[src/rtl/ver_stream_arbiter.sv]
// Round-robin frame arbiter: shares one streaming bus between INPUTS sources, locked SOF..EOF.
// Latency: 1 cycle request-to-grant; 0 cycles data/ready path while locked.
// Backpressure: TX_DST_RDY is routed to the granted source only; all other sources see ready low.
//
// Ports:
//   clk_i, rst_i                 clock (rising edge), asynchronous active-high reset
//   rx_data_i/sof/eof/src_rdy_i  per-port source stream, port i data at [i*DATA_WIDTH +: DATA_WIDTH]
//   rx_dst_rdy_o                 per-port ready back to the sources
//   tx_data/sof/eof/src_rdy_o    shared output stream, tx_dst_rdy_i its ready
//   tx_port_o                    index of the granted (or last granted) port
//   busy_o                       high while a frame lock is held
//   cnt_clr_i, cnt_frames_o      per-port completed-frame counters
//
// Optional feature: define VER_STREAM_ARBITER_STATS_EN to build the per-port frame counters.
// Without it cnt_frames_o is tied to zero and cnt_clr_i is ignored.

module ver_stream_arbiter #(
    parameter int INPUTS     = 4,
    parameter int DATA_WIDTH = 64,
    parameter int CNT_WIDTH  = 32
) (
    input  logic                           clk_i,
    input  logic                           rst_i,
    input  logic [INPUTS*DATA_WIDTH-1:0]   rx_data_i,
    input  logic [INPUTS-1:0]              rx_sof_i,
    input  logic [INPUTS-1:0]              rx_eof_i,
    input  logic [INPUTS-1:0]              rx_src_rdy_i,
    output logic [INPUTS-1:0]              rx_dst_rdy_o,
    output logic [DATA_WIDTH-1:0]          tx_data_o,
    output logic                           tx_sof_o,
    output logic                           tx_eof_o,
    output logic                           tx_src_rdy_o,
    input  logic                           tx_dst_rdy_i,
    output logic [$clog2(INPUTS)-1:0]      tx_port_o,
    output logic                           busy_o,
    input  logic                           cnt_clr_i,
    output logic [INPUTS*CNT_WIDTH-1:0]    cnt_frames_o
);

    localparam int PW = $clog2(INPUTS);

    typedef enum logic {
        ST_IDLE,
        ST_LOCK
    } state_t;

    state_t          state_q;
    logic [PW-1:0]   grant_q;
    logic [PW-1:0]   last_q;

    logic [INPUTS-1:0] eligible;
    logic            grant_vld_d;
    logic [PW-1:0]   grant_d;
    logic            eof_xfer;

    // Only a frame start may win arbitration; a valid word without SOF is left stalled.
    assign eligible = rx_src_rdy_i & rx_sof_i;

    // Round-robin search starting one past the last winner, wrapping around.
    always_comb begin
        grant_vld_d = 1'b0;
        grant_d     = '0;
        for (int k = 1; k <= INPUTS; k++) begin
            int j;
            j = int'(last_q) + k;
            if (j >= INPUTS) begin
                j = j - INPUTS;
            end
            if (!grant_vld_d && eligible[PW'(j)]) begin
                grant_vld_d = 1'b1;
                grant_d     = PW'(j);
            end
        end
    end

    // Output mux: the granted source is wired straight through while locked.
    always_comb begin
        tx_data_o    = '0;
        tx_sof_o     = 1'b0;
        tx_eof_o     = 1'b0;
        tx_src_rdy_o = 1'b0;
        rx_dst_rdy_o = '0;
        if (state_q == ST_LOCK) begin
            tx_data_o             = rx_data_i[int'(grant_q)*DATA_WIDTH +: DATA_WIDTH];
            tx_sof_o              = rx_sof_i[grant_q];
            tx_eof_o              = rx_eof_i[grant_q];
            tx_src_rdy_o          = rx_src_rdy_i[grant_q];
            rx_dst_rdy_o[grant_q] = tx_dst_rdy_i;
        end
    end

    assign eof_xfer  = tx_src_rdy_o & tx_dst_rdy_i & tx_eof_o;
    assign busy_o    = (state_q == ST_LOCK);
    assign tx_port_o = grant_q;

    // last_q resets to the top port so port 0 has first priority out of reset.
    always_ff @(posedge clk_i or posedge rst_i) begin
        if (rst_i) begin
            state_q <= ST_IDLE;
            grant_q <= '0;
            last_q  <= PW'(INPUTS - 1);
        end else begin
            case (state_q)
                ST_IDLE: begin
                    if (grant_vld_d) begin
                        grant_q <= grant_d;
                        last_q  <= grant_d;
                        state_q <= ST_LOCK;
                    end
                end
                ST_LOCK: begin
                    // Framing is not checked: only an accepted EOF releases the lock.
                    if (eof_xfer) begin
                        state_q <= ST_IDLE;
                    end
                end
                default: state_q <= ST_IDLE;
            endcase
        end
    end

`ifdef VER_STREAM_ARBITER_STATS_EN
    logic [CNT_WIDTH-1:0] cnt_q [INPUTS];

    // Clear takes priority over a same-cycle increment; counters wrap naturally.
    always_ff @(posedge clk_i or posedge rst_i) begin
        if (rst_i) begin
            for (int i = 0; i < INPUTS; i++) begin
                cnt_q[i] <= '0;
            end
        end else begin
            for (int i = 0; i < INPUTS; i++) begin
                if (cnt_clr_i) begin
                    cnt_q[i] <= '0;
                end else if (eof_xfer && (grant_q == PW'(i))) begin
                    cnt_q[i] <= cnt_q[i] + CNT_WIDTH'(1);
                end
            end
        end
    end

    for (genvar g = 0; g < INPUTS; g++) begin : g_cnt_out
        assign cnt_frames_o[g*CNT_WIDTH +: CNT_WIDTH] = cnt_q[g];
    end
`else
    logic unused_cnt_clr;
    assign unused_cnt_clr = cnt_clr_i;
    assign cnt_frames_o   = '0;
`endif

endmodule

[config.mk]
export PLATFORM = sky130hd
export DESIGN_NAME = ver_stream_arbiter
export DESIGN_NICKNAME = d
export VERILOG_FILES = /design/src/rtl/ver_stream_arbiter.sv
export SDC_FILE = /design/constraint.sdc
export NUM_CORES = 1
export LEC_CHECK = 0
export BUFFER_PORTS_ARGS = -buffer_cell sky130_fd_sc_hd__buf_4
export CAP_MARGIN = 10
export CORE_AREA = 2 2 185 187
export DETAILED_ROUTE_END_ITERATION = 16
export DIE_AREA = 0 0 187 189
export SLEW_MARGIN = 20
export SYNTH_ARGS = -nofsm -noshare
export SYNTH_HDL_FRONTEND = slang
export SYNTH_SLANG_ARGS = --single-unit
[constraint.sdc]
create_clock -name clk_i -period 4.8 [get_ports clk_i]
set_input_delay 0.72 -clock clk_i [delete_from_list [all_inputs] [get_ports clk_i]]
set_output_delay 0.72 -clock clk_i [all_outputs]
set_load 0.03 [all_outputs]
# Yosys cells after proc, flatten, opt, wreduce, memory -nomap -nowiden
# Cells that the tools add are included.
# op_classes
n_bitwise	5
reduce_logical	8
magnitude_cmp	10
n_mux	40
n_shift	1
n_addsub	8
# op_table
cell	count
256-bit by 9-bit indexed part select with 64-bit output	1
64-bit 2-to-1 mux	1
1-bit 2-to-1 mux	21
2-bit by 4-bit less-than comparator with 1-bit output (second input constant)	4
2-bit 2-to-1 mux	8
1-bit binary-select mux with 2-bit select	7
3-bit >= comparator (second input constant)	3
4-bit AND	2
2-bit by 1-bit subtractor with 2-bit output (second input constant)	4
2-bit by 2-bit adder with 3-bit output (second input constant)	2
2-bit by 3-bit adder with 4-bit output (second input constant)	1
4-bit by 3-bit >= comparator with 1-bit output (second input constant)	1
1-bit logical AND	4
4-bit 2-to-1 mux	1
2-bit by 1-bit adder with 3-bit output (second input constant)	1
1-bit zero test	3
2-bit by 3-bit less-than comparator with 1-bit output (second input constant)	1
1-bit AND	2
1-bit demux with 2-bit select	1
2-bit by 1-bit >= comparator with 1-bit output (second input constant)	1
1-bit one-hot mux with 2 select lines	1
2-bit AND reduction	1
1-bit inverter	1
# word_totals
input_bits	272
word_cells	75
out_inout_bits	202
ff_bits	5

# Longest topological paths before layout
# depth
depth_word	18
mapped_depth	6
depth_no_buf	4

# Worst setup path after synthesis
# Ideal clock, no wire load.
# synth_timing
path_type	reg2out
from	register grant_q[1], in the netlist tx_port_o[1]
to	output rx_dst_rdy_o[0]
path_stages_with_launch	5
t_required_ns	4.080
path_buffers	3
path_slack_ns	2.335
t_arrival_ns	1.745
path_cell_list	dfrtp_1 buf_2 buf_2 buf_4 nor3_1
# synth_between
elab_chain_cells	6
elab_cells_between_ends	7
cone_classes	order compare: 2; mux: 3; bitwise: 1; reduce/logical: 1
# synth_rtl
item	line	source
from (decl)	48	logic [PW-1:0] grant_q;
from (signal assigned)	106	grant_q <= grant_d;
2-bit by 3-bit less-than comparator with 1-bit output (implied by the code) or 2-bit by 1-bit >= comparator with 1-bit output (tied branches)	88	rx_dst_rdy_o[grant_q] = tx_dst_rdy_i;
1-bit logical AND (implied by the code)	88	
1-bit 2-to-1 mux (implied by the code)	88	
1-bit demux with 2-bit select *	88	
4-bit AND (no source line) *	-	
4-bit 2-to-1 mux *	83	if (state_q == ST_LOCK) begin
to (decl)	28	output logic [INPUTS-1:0] rx_dst_rdy_o,
# Mark *: on every way between the ends. The rest lies on a longest branch, timed or not.

# Final worst setup path
# layout_timing
from	register grant_q[0], in the netlist tx_port_o[0]
to	output tx_data_o[15]
# layout_between
elab_chain_cells	2
# layout_rtl
item	line	source
256-bit by 9-bit indexed part select with 64-bit output	84	tx_data_o = rx_data_i[int'(grant_q)*DATA_WIDTH +: DATA_WIDTH];
64-bit 2-to-1 mux	83	
to (decl)	29	output logic [DATA_WIDTH-1:0] tx_data_o,
# No other way between the ends.

==> key figures <==
Route
  – 1st-pass router iterations: 6
  – Routed len/inst: between 10 and 15 um
  – 1st-iter DRT viols: 81
  – Final ANT Viol Nets: 0
  – Vias/cell: around 3.2
  – DR vias: about 3,600
  – Post-route DRC: 0
  – Total Wirelength: approximately 16 mm

Critical path
  – R2R Path End: busy_o
  – Critical path startpoint: tx_port_o[0]
  – CP required: 4080 ps
  – Crit path cell chain: buf_12, mux4_2, and2_1, buf_4
  – Worst r2r src: tx_port_o[0]
  – Crit path kind: register to output pin
  – Reg-to-reg slack, setup: 2680 ps
  – CP Capture Type: output pin
  – Register-to-Register Path Depth: 5
  – CP Launch Type: register
  – Critical path arrival: between 2000 and 2500 ps
  – Critical path's largest stage delay: between 800 and 900 ps
  – Crit Path Max Fanout: 32
  – Crit-path slowest cell: dfrtp_4

Timing
  – RSZ-0062 raised after global routing: false
  – Final setup fails: 0
  – Max-slew violations: 0
  – Fmax: ~330 MHz
  – Fin Setup TNS: 0 ps
  – Setup Skew: slightly below 1 ps
  – Worst-Margin Slew: between 800 and 900 ps
  – Max transition margin: a little over two fifths
  – Final hold violations: 0
  – Period Utilization, post-route: 64.0%
  – Post-layout min period: a little over 3000 ps

GRT
  – Initial antenna violation count: 4
  – First-pass GRT wire length: 22.8 mm
  – Pin count of the biggest net entering global routing: 57
  – Gr ovfl total: 0
  – Gr usage total: under 10%
  – Number of global-route vias before repair: between 3,000 and 4,000

Power
  – Worst ir drop on vdd: between 200 and 250 uV
  – LEAKAGE: 2.89 nW
  – Cell Pwr Density: between 500 and 600 nW/um2

Placed design
  – Placer Congestion: between 0.7 and 0.8
  – PortBufs: between 300 and 400
  – Area after DPL: about 6000 um2
  – Detailed placement HPWL: 14.5 mm

Yosys
  – Mapped Area: ~3400 um2
  – Share of the synthesized area in the top cell type: 44.1%
  – Synth top area cells: mux4_2 44%, buf_4 29%, and2_1 13%
  – FFs w/ async S/R, synth: 100%
  – Mean Syn Cell Area: ~10 um2
  – Register bit total from synthesis: 5
  – Cell count after synthesis: about 340
  – Synth area leader: mux4_2
  – EDFF count, synth: 0
  – Distinct cell type count after synthesis: 32
  – Post-synthesis sequential area ratio: 3.73%
  – Main synth FF type: dfrtp_1
  – Synth warnings: 0

Clock network
  – Clock-pin slew on the worst setup and hold paths: about 30 ps
  – CTS tree: built
  – # H-tree levels: 1
  – Sink Count: 5
  – CTS Buffer Depth: 2
  – CTS Buf Count: 3
  – Post_cts resized: 0
  – Clk_lat worst skew: about 220 ps
  – Post-CTS setup buffers: 0
  – Root Buffer: clkbuf_16
  – CTS Hold Bufs: 0

Cells and area
  – Area delta synth->final: 77.7%
  – Post-route cell area: just over 6000 um2
  – Layout cells sized above 1: between 60% and 70%
  – Fillers: 3,732
  – Fin util: between 15 and 20%
  – Final nets: 938

Die
  – Die Y: around 190 um
  – Die area: about 35,000 um2
  – Core Box Area: between 30,000 and 40,000 um2
  – # rows: 67
  – Die Span X: 187 um
  – Initial Utilization: approximately a tenth
  – Boundary Pins: between 400 and 500

Run
  – Max cap viols: 0

Min path
  – Hold Path Class: input pin to asynchronous set/reset pin

Run status
  – Outcome: completed
==> final cells by class <==
type / count / area [um2] / area share (%)
Antenna cell: 2 / 5.00 / 0.0823
Clock buffer: 4 / 78.8 / 1.30
Inverter: 4 / 15.0 / 0.247
Multi-Input combinational cell: 304 / 2660 / 43.7
Sequential cell: 5 / 136 / 2.24
Tap cell: 448 / 561 / 9.22
Timing Repair Buffer: 348 / 2630 / 43.2
==> per-layer routing <==
metal	up-vias	track usage (%)	wire (um)
met2	264	15.6	8490
met5	-	0	27
met3	8	2.72	1540
met4	4	1.10	104
li1	1633	-	-
met1	1701	10.0	6300
==> registers in the layout, indices dropped and copies added, names as in the netlist <==
| register | flops |
|---|---|
| last_q | 2 |
| tx_port_o | 2 |
| busy_o | 1 |
==> where the power goes <==
group          internal [mW]  switching, mW  leakage, nW  total (mW)
logic                   1.25           1.44         2.80        2.68
registers             0.0713          0.206       0.0516       0.277
clock network          0.110         0.0249       0.0382       0.135
total                   1.43           1.67         2.89        3.10
==> cells by family after synthesis <==
| group | count (synthesis) | synth area share, % |
|---|---|---|
| flip-flops | 5 | 3.73 |
| multiplexers | 67 | 44.1 |
| buffers and inverters | 157 | 32.5 |
| AO/OA/AOI/OAI | 18 | 4.06 |
| AND/OR/NAND/NOR | 91 | 15.5 |
| other | 1 | 0.110 |
==> through the flow <==
step | power, mW | cells | setup slack [ps] | hold slack (ps)
4_1_cts | 3.14 | 1113 | 1660 | 404
2_1_floorplan | 2.13 | 466 | 2330 | 497
6_report | 3.10 | 1115 | 1730 | 398
5_1_grt | 3.28 | 1114 | 1550 | 417
3_5_place_dp | 3.00 | 1109 | 1900 | 560
3_3_place_gp | 2.99 | 1109 | 1910 | 564
==> cell usage in the layout (no fill, tap or decap) <==
cell type,n
and2_1,69
nor2_1,5
nor4_1,1
a31oi_1,1
o32ai_1,1
clkbuf_1,1
dfstp_2,2
a21oi_1,4
dfrtp_4,2
inv_1,4
conb_1,128
o211ai_1,1
buf_4,347
nor3_1,2
a31o_2,1
a221oi_1,1
mux4_2,67
diode_2,2
nand2_1,8
clkbuf_16,3
a311oi_1,1
a22oi_2,1
o21ai_0,3
or3_1,1
dfrtp_2,1
and3_1,1
nand3_1,3
a41oi_2,1
buf_12,1
nand2b_1,1
o31ai_1,1
a41o_1,1
a41oi_1,1
==> worst max-delay path, delay by kind of cell (launching register included) <==
kind | cells | cell delay (ps)
flip-flops | 1 | 820
multiplexers | 1 | 540
buffers and inverters | 2 | 500
AND/OR/NAND/NOR | 1 | 210
==> worst max path at each step <==
stage	to	slack, ps
after floorplan	rx_dst_rdy_o[0]	2330
after global placement	tx_data_o[58]	1910
after detailed placement	tx_data_o[15]	1900
after CTS	tx_data_o[15]	1660
after global routing	tx_data_o[15]	1550
final	tx_data_o[15]	1730
==> cells in the mapped netlist (2+ instances only) <==
cell and number:
a21oi_1 4, and2_1 69, buf_2 8, buf_4 130, clkbuf_1 13, dfrtp_1 3, dfstp_2 2, inv_1 4
mux4_2 67, nand2_1 8, nand3_1 3, nor2_1 5, nor3_1 2, o21ai_0 3
Power figures use the tool's default switching activity.
